`src/rtl/fir_cmd_sequencer.sv`:
```
// Command sequencer for the FIR estimator datapath: decodes opcodes into registered control strobes.
// Optional build macro FIR_SEQ_ILLEGAL_TRAP_EN makes illegal commands sticky and blocks the command port until rst.
module fir_cmd_sequencer #(
   parameter int N_W   = 8,
   parameter int K_W   = 6,
   parameter int ARG_W = 16,
   parameter int N_RST = 8,
   parameter int K_RST = 0
) (
   input  logic             clk,
   input  logic             rst,
   input  logic             cmd_valid,
   output logic             cmd_ready,
   input  logic [2:0]       cmd_op,
   input  logic [ARG_W-1:0] cmd_arg,
   output logic             shift_h_en,
   output logic [4:0]       shift_h_addr,
   output logic             shift_s_en,
   output logic             calc_start,
   output logic [N_W-1:0]   calc_tap,
   output logic             calc_done,
   output logic             busy,
   output logic [N_W-1:0]   n_cfg,
   output logic [K_W-1:0]   k_cfg,
   output logic             err_illegal
);

   typedef enum logic [1:0] {IDLE, SHIFT_BURST, CALCULATE} state_t;
   typedef enum logic [2:0] {
      OP_SHIFT_H   = 3'b000,
      OP_SHIFT_S   = 3'b001,
      OP_CALC      = 3'b010,
      OP_NOP       = 3'b011,
      OP_NUM_SHIFT = 3'b100,
      OP_N_CHANGE  = 3'b101,
      OP_K_CHANGE  = 3'b110,
      OP_RSVD      = 3'b111
   } op_t;

   state_t           state_q, state_d;
   logic [ARG_W-1:0] burst_cnt_q, burst_cnt_d;
   logic             shift_h_en_d, shift_s_en_d, calc_start_d, calc_done_d, err_d;
   logic [4:0]       shift_h_addr_d;
   logic [N_W-1:0]   calc_tap_d, n_cfg_d;
   logic [K_W-1:0]   k_cfg_d;
   logic             illegal;
   logic             trap;
   logic             n_over, k_over;

`ifdef FIR_SEQ_ILLEGAL_TRAP_EN
   assign trap = err_illegal;
`else
   assign trap = 1'b0;
`endif

   assign cmd_ready = (state_q == IDLE) && !trap;
   assign busy      = (state_q != IDLE);
   assign n_over    = (cmd_arg >> N_W) != '0;
   assign k_over    = (cmd_arg >> K_W) != '0;

   // NOTE: every signal gets its default before the case so no path can infer a latch.
   always_comb begin
      state_d        = state_q;
      burst_cnt_d    = burst_cnt_q;
      shift_h_en_d   = 1'b0;
      shift_s_en_d   = 1'b0;
      calc_start_d   = 1'b0;
      calc_done_d    = 1'b0;
      shift_h_addr_d = shift_h_addr;
      calc_tap_d     = calc_tap;
      n_cfg_d        = n_cfg;
      k_cfg_d        = k_cfg;
      illegal        = 1'b0;

      case (state_q)
         IDLE: begin
            if (cmd_valid && cmd_ready) begin
               case (op_t'(cmd_op))
                  OP_SHIFT_H: begin
                     shift_h_en_d   = 1'b1;
                     shift_h_addr_d = cmd_arg[4:0];
                  end
                  OP_SHIFT_S: shift_s_en_d = 1'b1;
                  OP_CALC: begin
                     state_d      = CALCULATE;
                     calc_tap_d   = '0;
                     calc_start_d = 1'b1;
                     calc_done_d  = (n_cfg == N_W'(1));
                  end
                  OP_NUM_SHIFT: begin
                     // Counter holds strobes still owed after the one issued next cycle.
                     if (cmd_arg != '0) begin
                        state_d      = SHIFT_BURST;
                        burst_cnt_d  = cmd_arg - ARG_W'(1);
                        shift_s_en_d = 1'b1;
                     end
                  end
                  OP_N_CHANGE: begin
                     if (cmd_arg == '0) illegal = 1'b1;
                     else if (n_over)   n_cfg_d = '1;
                     else               n_cfg_d = cmd_arg[N_W-1:0];
                  end
                  OP_K_CHANGE: begin
                     if (k_over) illegal = 1'b1;
                     else        k_cfg_d = cmd_arg[K_W-1:0];
                  end
                  OP_RSVD: illegal = 1'b1;
                  default: ;
               endcase
            end
         end
         SHIFT_BURST: begin
            if (burst_cnt_q == '0) begin
               state_d = IDLE;
            end else begin
               burst_cnt_d  = burst_cnt_q - ARG_W'(1);
               shift_s_en_d = 1'b1;
            end
         end
         CALCULATE: begin
            if (calc_tap == n_cfg - N_W'(1)) begin
               state_d    = IDLE;
               calc_tap_d = '0;
            end else begin
               calc_tap_d  = calc_tap + N_W'(1);
               calc_done_d = (calc_tap + N_W'(1) == n_cfg - N_W'(1));
            end
         end
         default: state_d = IDLE;
      endcase

`ifdef FIR_SEQ_ILLEGAL_TRAP_EN
      err_d = err_illegal | illegal;
`else
      err_d = illegal;
`endif
   end

   // NOTE: state registers use non-blocking assignments so all flops update from the same pre-edge values.
   always_ff @(posedge clk) begin
      if (rst) begin
         state_q      <= IDLE;
         burst_cnt_q  <= '0;
         shift_h_en   <= 1'b0;
         shift_h_addr <= '0;
         shift_s_en   <= 1'b0;
         calc_start   <= 1'b0;
         calc_tap     <= '0;
         calc_done    <= 1'b0;
         n_cfg        <= N_W'(N_RST);
         k_cfg        <= K_W'(K_RST);
         err_illegal  <= 1'b0;
      end else begin
         state_q      <= state_d;
         burst_cnt_q  <= burst_cnt_d;
         shift_h_en   <= shift_h_en_d;
         shift_h_addr <= shift_h_addr_d;
         shift_s_en   <= shift_s_en_d;
         calc_start   <= calc_start_d;
         calc_tap     <= calc_tap_d;
         calc_done    <= calc_done_d;
         n_cfg        <= n_cfg_d;
         k_cfg        <= k_cfg_d;
         err_illegal  <= err_d;
      end
   end

endmodule

```
`config.mk`:
```
export PLATFORM = sky130hd
export DESIGN_NAME = fir_cmd_sequencer
export DESIGN_NICKNAME = d
export VERILOG_FILES = /design/src/rtl/fir_cmd_sequencer.sv
export SDC_FILE = /design/constraint.sdc
export NUM_CORES = 1
export LEC_CHECK = 0
export ABC_CLOCK_PERIOD_IN_PS = 3250
export CORE_ASPECT_RATIO = 2
export CORE_UTILIZATION = 35
export DETAILED_ROUTE_END_ITERATION = 10
export PLACE_DENSITY = 0.55
export SLEW_MARGIN = 25
export SYNTH_ARGS = -nofsm -noshare
export SYNTH_HDL_FRONTEND = slang
export SYNTH_SLANG_ARGS = --single-unit
```
`constraint.sdc`:
```
create_clock -name clk -period 3.25 [get_ports clk]
set_clock_uncertainty 0.15 [all_clocks]
set_input_delay 0.325 -clock clk [delete_from_list [all_inputs] [get_ports clk]]
set_output_delay 0.325 -clock clk [all_outputs]
set_load 0.005 [all_outputs]
```
==> summary.txt <==
run status: completed
Critical Path Source Type: flip-flop
Worst-Skew Late Latency: 0.30 ns
crit path max-delay cell type: nor4_1
Slew Limit Fails: 0
WS Path Type: reg2reg
Fmax: 0.348 GHz
synthesized area per cell: 7.72 sq um
final antenna-violating net count: 0
DR top layer: met4
crit-path max cell delay: 0.70 ns
Gates resized, CTS repair: 0
number of synthesized flops with an enable pin: 0
GR Util All Layers: 0.229
# setup viols final: 0
Max VDD drop: 191 uV
drt total wl: 10,900 um
Req. time, crit path: 3.33 ns
CP Capture Type: flip-flop
initial core utilization: 0.362
crit path time final: 2.87 ns
relative slew slack: 0.475
period utilization: 0.884
Area Overhead vs Synth: 27.3%
TritonCTS buffer count: 5
share of synthesized flip-flops with an asynchronous set or reset: 0
worst path cell trace: or3b_2 > nor4_1 > nor2_1 > buf_4 > a2111oi_0 > a221oi_1 > nor2_1
Die H: 139 um
Die X-Extent: 70.3 um
Final #Nets: 509
H-tree depth: 2
Syn Inst Count: 423
ratio of cells with drive above 1 in the final layout: 0.0992
Hold Path Class: reg2reg
vias in the first global route: 3,384
ys flop type: dfxtp_1
Post-Syn Nets: 449
post-CTS setup buffers: 0
post-DR vias/cell: 5.81
clock sinks: 50
met3 WL post-DR: 294 um
Final Power: 1.43 mW
Worst-path clk slew: 0.07 ns
Clock Tree Root: clkbuf_16
ranking of synthesized cells by area: dfxtp_1 31%, nand2_1 6.2%, nor2_1 6.2%
kind of cell adding the most delay to the critical path: simple AND/OR/NAND/NOR gates
CP bufs+invs: 1
dpl hpwl: 8570 um
WP data arrival: 2.96 ns
most instantiated cells after synthesis: 54 x nand2_1, 54 x nor2_1, 50 x dfxtp_1, 25 x a21oi_1, 21 x nand3_1
CTS Buffer Depth: 2
Core Rows: 49
Setup Total Neg Slack: 0 ns
sequential element share of the synthesized area: 0.307
CP most frequent cell: nor2_1
total DRC errors in the routed layout: 0
global route overflow: 0
Initial DRC Count: 109
area leader, netlist: dfxtp_1
Core Area: 9010 sq um
wire length per cell: 18.7 um
Pleak: 1.46 nW
Final Hold Fails: 0
RSZ-0062 raised after global routing: false
Ant. Diodes: 0
synthesized cell area: 3260 sq um
Syn. warnings: 0
met2 WL post-DR: 6010 um
antenna violations before repair: 0
vias: 3,405
port bufs: 55
Worst-Margin Slew: 0.780 ns
CTS tree: done
Power Density: 344 nW/um^2
Final GP Congestion: 0.935
DRT Pass-1 Iters: 4
die area: 9740 sq um
#FFs+latches synth: 50
CP Max Fanout: 20
CTS Hold Bufs: 0
MaxCap Viol Count: 0
Yosys top cell area share: 0.307
Top Ports: 56
Metal-1 WL: 4020 um
Yosys cell types: 61
first-pass GRT wire length: 17,300 um
largest net degree at the start of global routing: 45
-- worst paths after layout --
kind / from / end / slack [ns] / depth (start not counted)
worst max-delay path: state_q[1] / burst_cnt_q[4] / 0.38 / 7
worst min-delay path: shift_h_addr[2] / shift_h_addr[2] / 0.31 / 2
worst max register to register: state_q[1] / burst_cnt_q[4] / 0.38 / 7
worst min register to register: shift_h_addr[2] / shift_h_addr[2] / 0.31 / 2
-- layout by cell type, fill, tap and decap left out, types with 4 or more instances in the layout --
cell type and instances:
a2111oi_0 5, a211oi_1 7, a21oi_1 25, a22o_1 4, a31oi_1 8, and2_1 5
and3_1 4, buf_4 25, clkbuf_16 5, clkdlybuf4s50_1 55, dfxtp_1 50, ha_1 4
inv_1 4, mux2i_1 12, nand2_1 54, nand2b_1 5, nand3_1 21, nor2_1 54
nor3_1 13, nor3b_1 4, nor4_1 6, o21ai_0 13, o31ai_1 6, or3_1 5
or4_1 4, xnor2_1 16, xor2_1 9
-- layout make-up --
cell class                 instances  area, sq um
timing repair buffer              80          738
clock buffer                       6          139
fill                             944         4860
clock inverter                     2         12.5
inverter                           4         15.0
sequential                        50         1000
tap                              102          128
multi-input combinational        342         2120
-- per-layer routing --
metal	up-vias	global-route usage
met4	0	0.143
met3	34	0.0247
met5	-	0
met2	94	0.433
met1	1619	0.230
li1	1658	-
-- tightest hold or removal path, cell delays in order (launching register included) --
cell	delay (ns)
dfxtp_1	0.31
nand2_1	0.05
a21oi_1	0.05
-- state kept, by name (all words and copies together), names as in the netlist, 2 cells and up --
name,count
state_q,2
shift_h_addr,5
k_cfg,6
burst_cnt_q,16
calc_tap,8
n_cfg,8
-- stage by stage --
| step | cell area [sq um] | setup WS, ns | hold WS, ns | util | instances |
|---|---|---|---|---|---|
| 2_1_floorplan | 3260 | 0.364 | 0.294 | - | 423 |
| 5_1_grt | 4160 | 0.169 | 0.336 | 0.461 | 586 |
| 3_3_place_gp | 4000 | 0.269 | 0.300 | 0.444 | 578 |
| 3_5_place_dp | 4000 | 0.189 | 0.301 | 0.444 | 578 |
| 6_report | 4160 | 0.376 | 0.308 | 0.461 | 586 |
| 4_1_cts | 4160 | 0.396 | 0.312 | 0.461 | 586 |
-- report_power, final --
part	switching, mW	internal, mW	leakage (nW)	total (mW)
registers	0.0193	0.626	0.404	0.645
clock network	0.247	0.306	0.0729	0.553
logic	0.125	0.105	0.983	0.230
total	0.392	1.04	1.46	1.43
-- logic make-up (layout without fill, tap and decap cells) --
kind of cell    after synthesis  after routing  synth area share
compound gates               94             94             0.195
xor+xnor                     25             25            0.0671
fa+ha+maj                     4              4            0.0153
buf+inv                      31             92            0.0441
flops                        50             50             0.307
mux                          12             12            0.0368
simple gates                207            207             0.335
No activity file was read; power rests on OpenSTA's default activity.
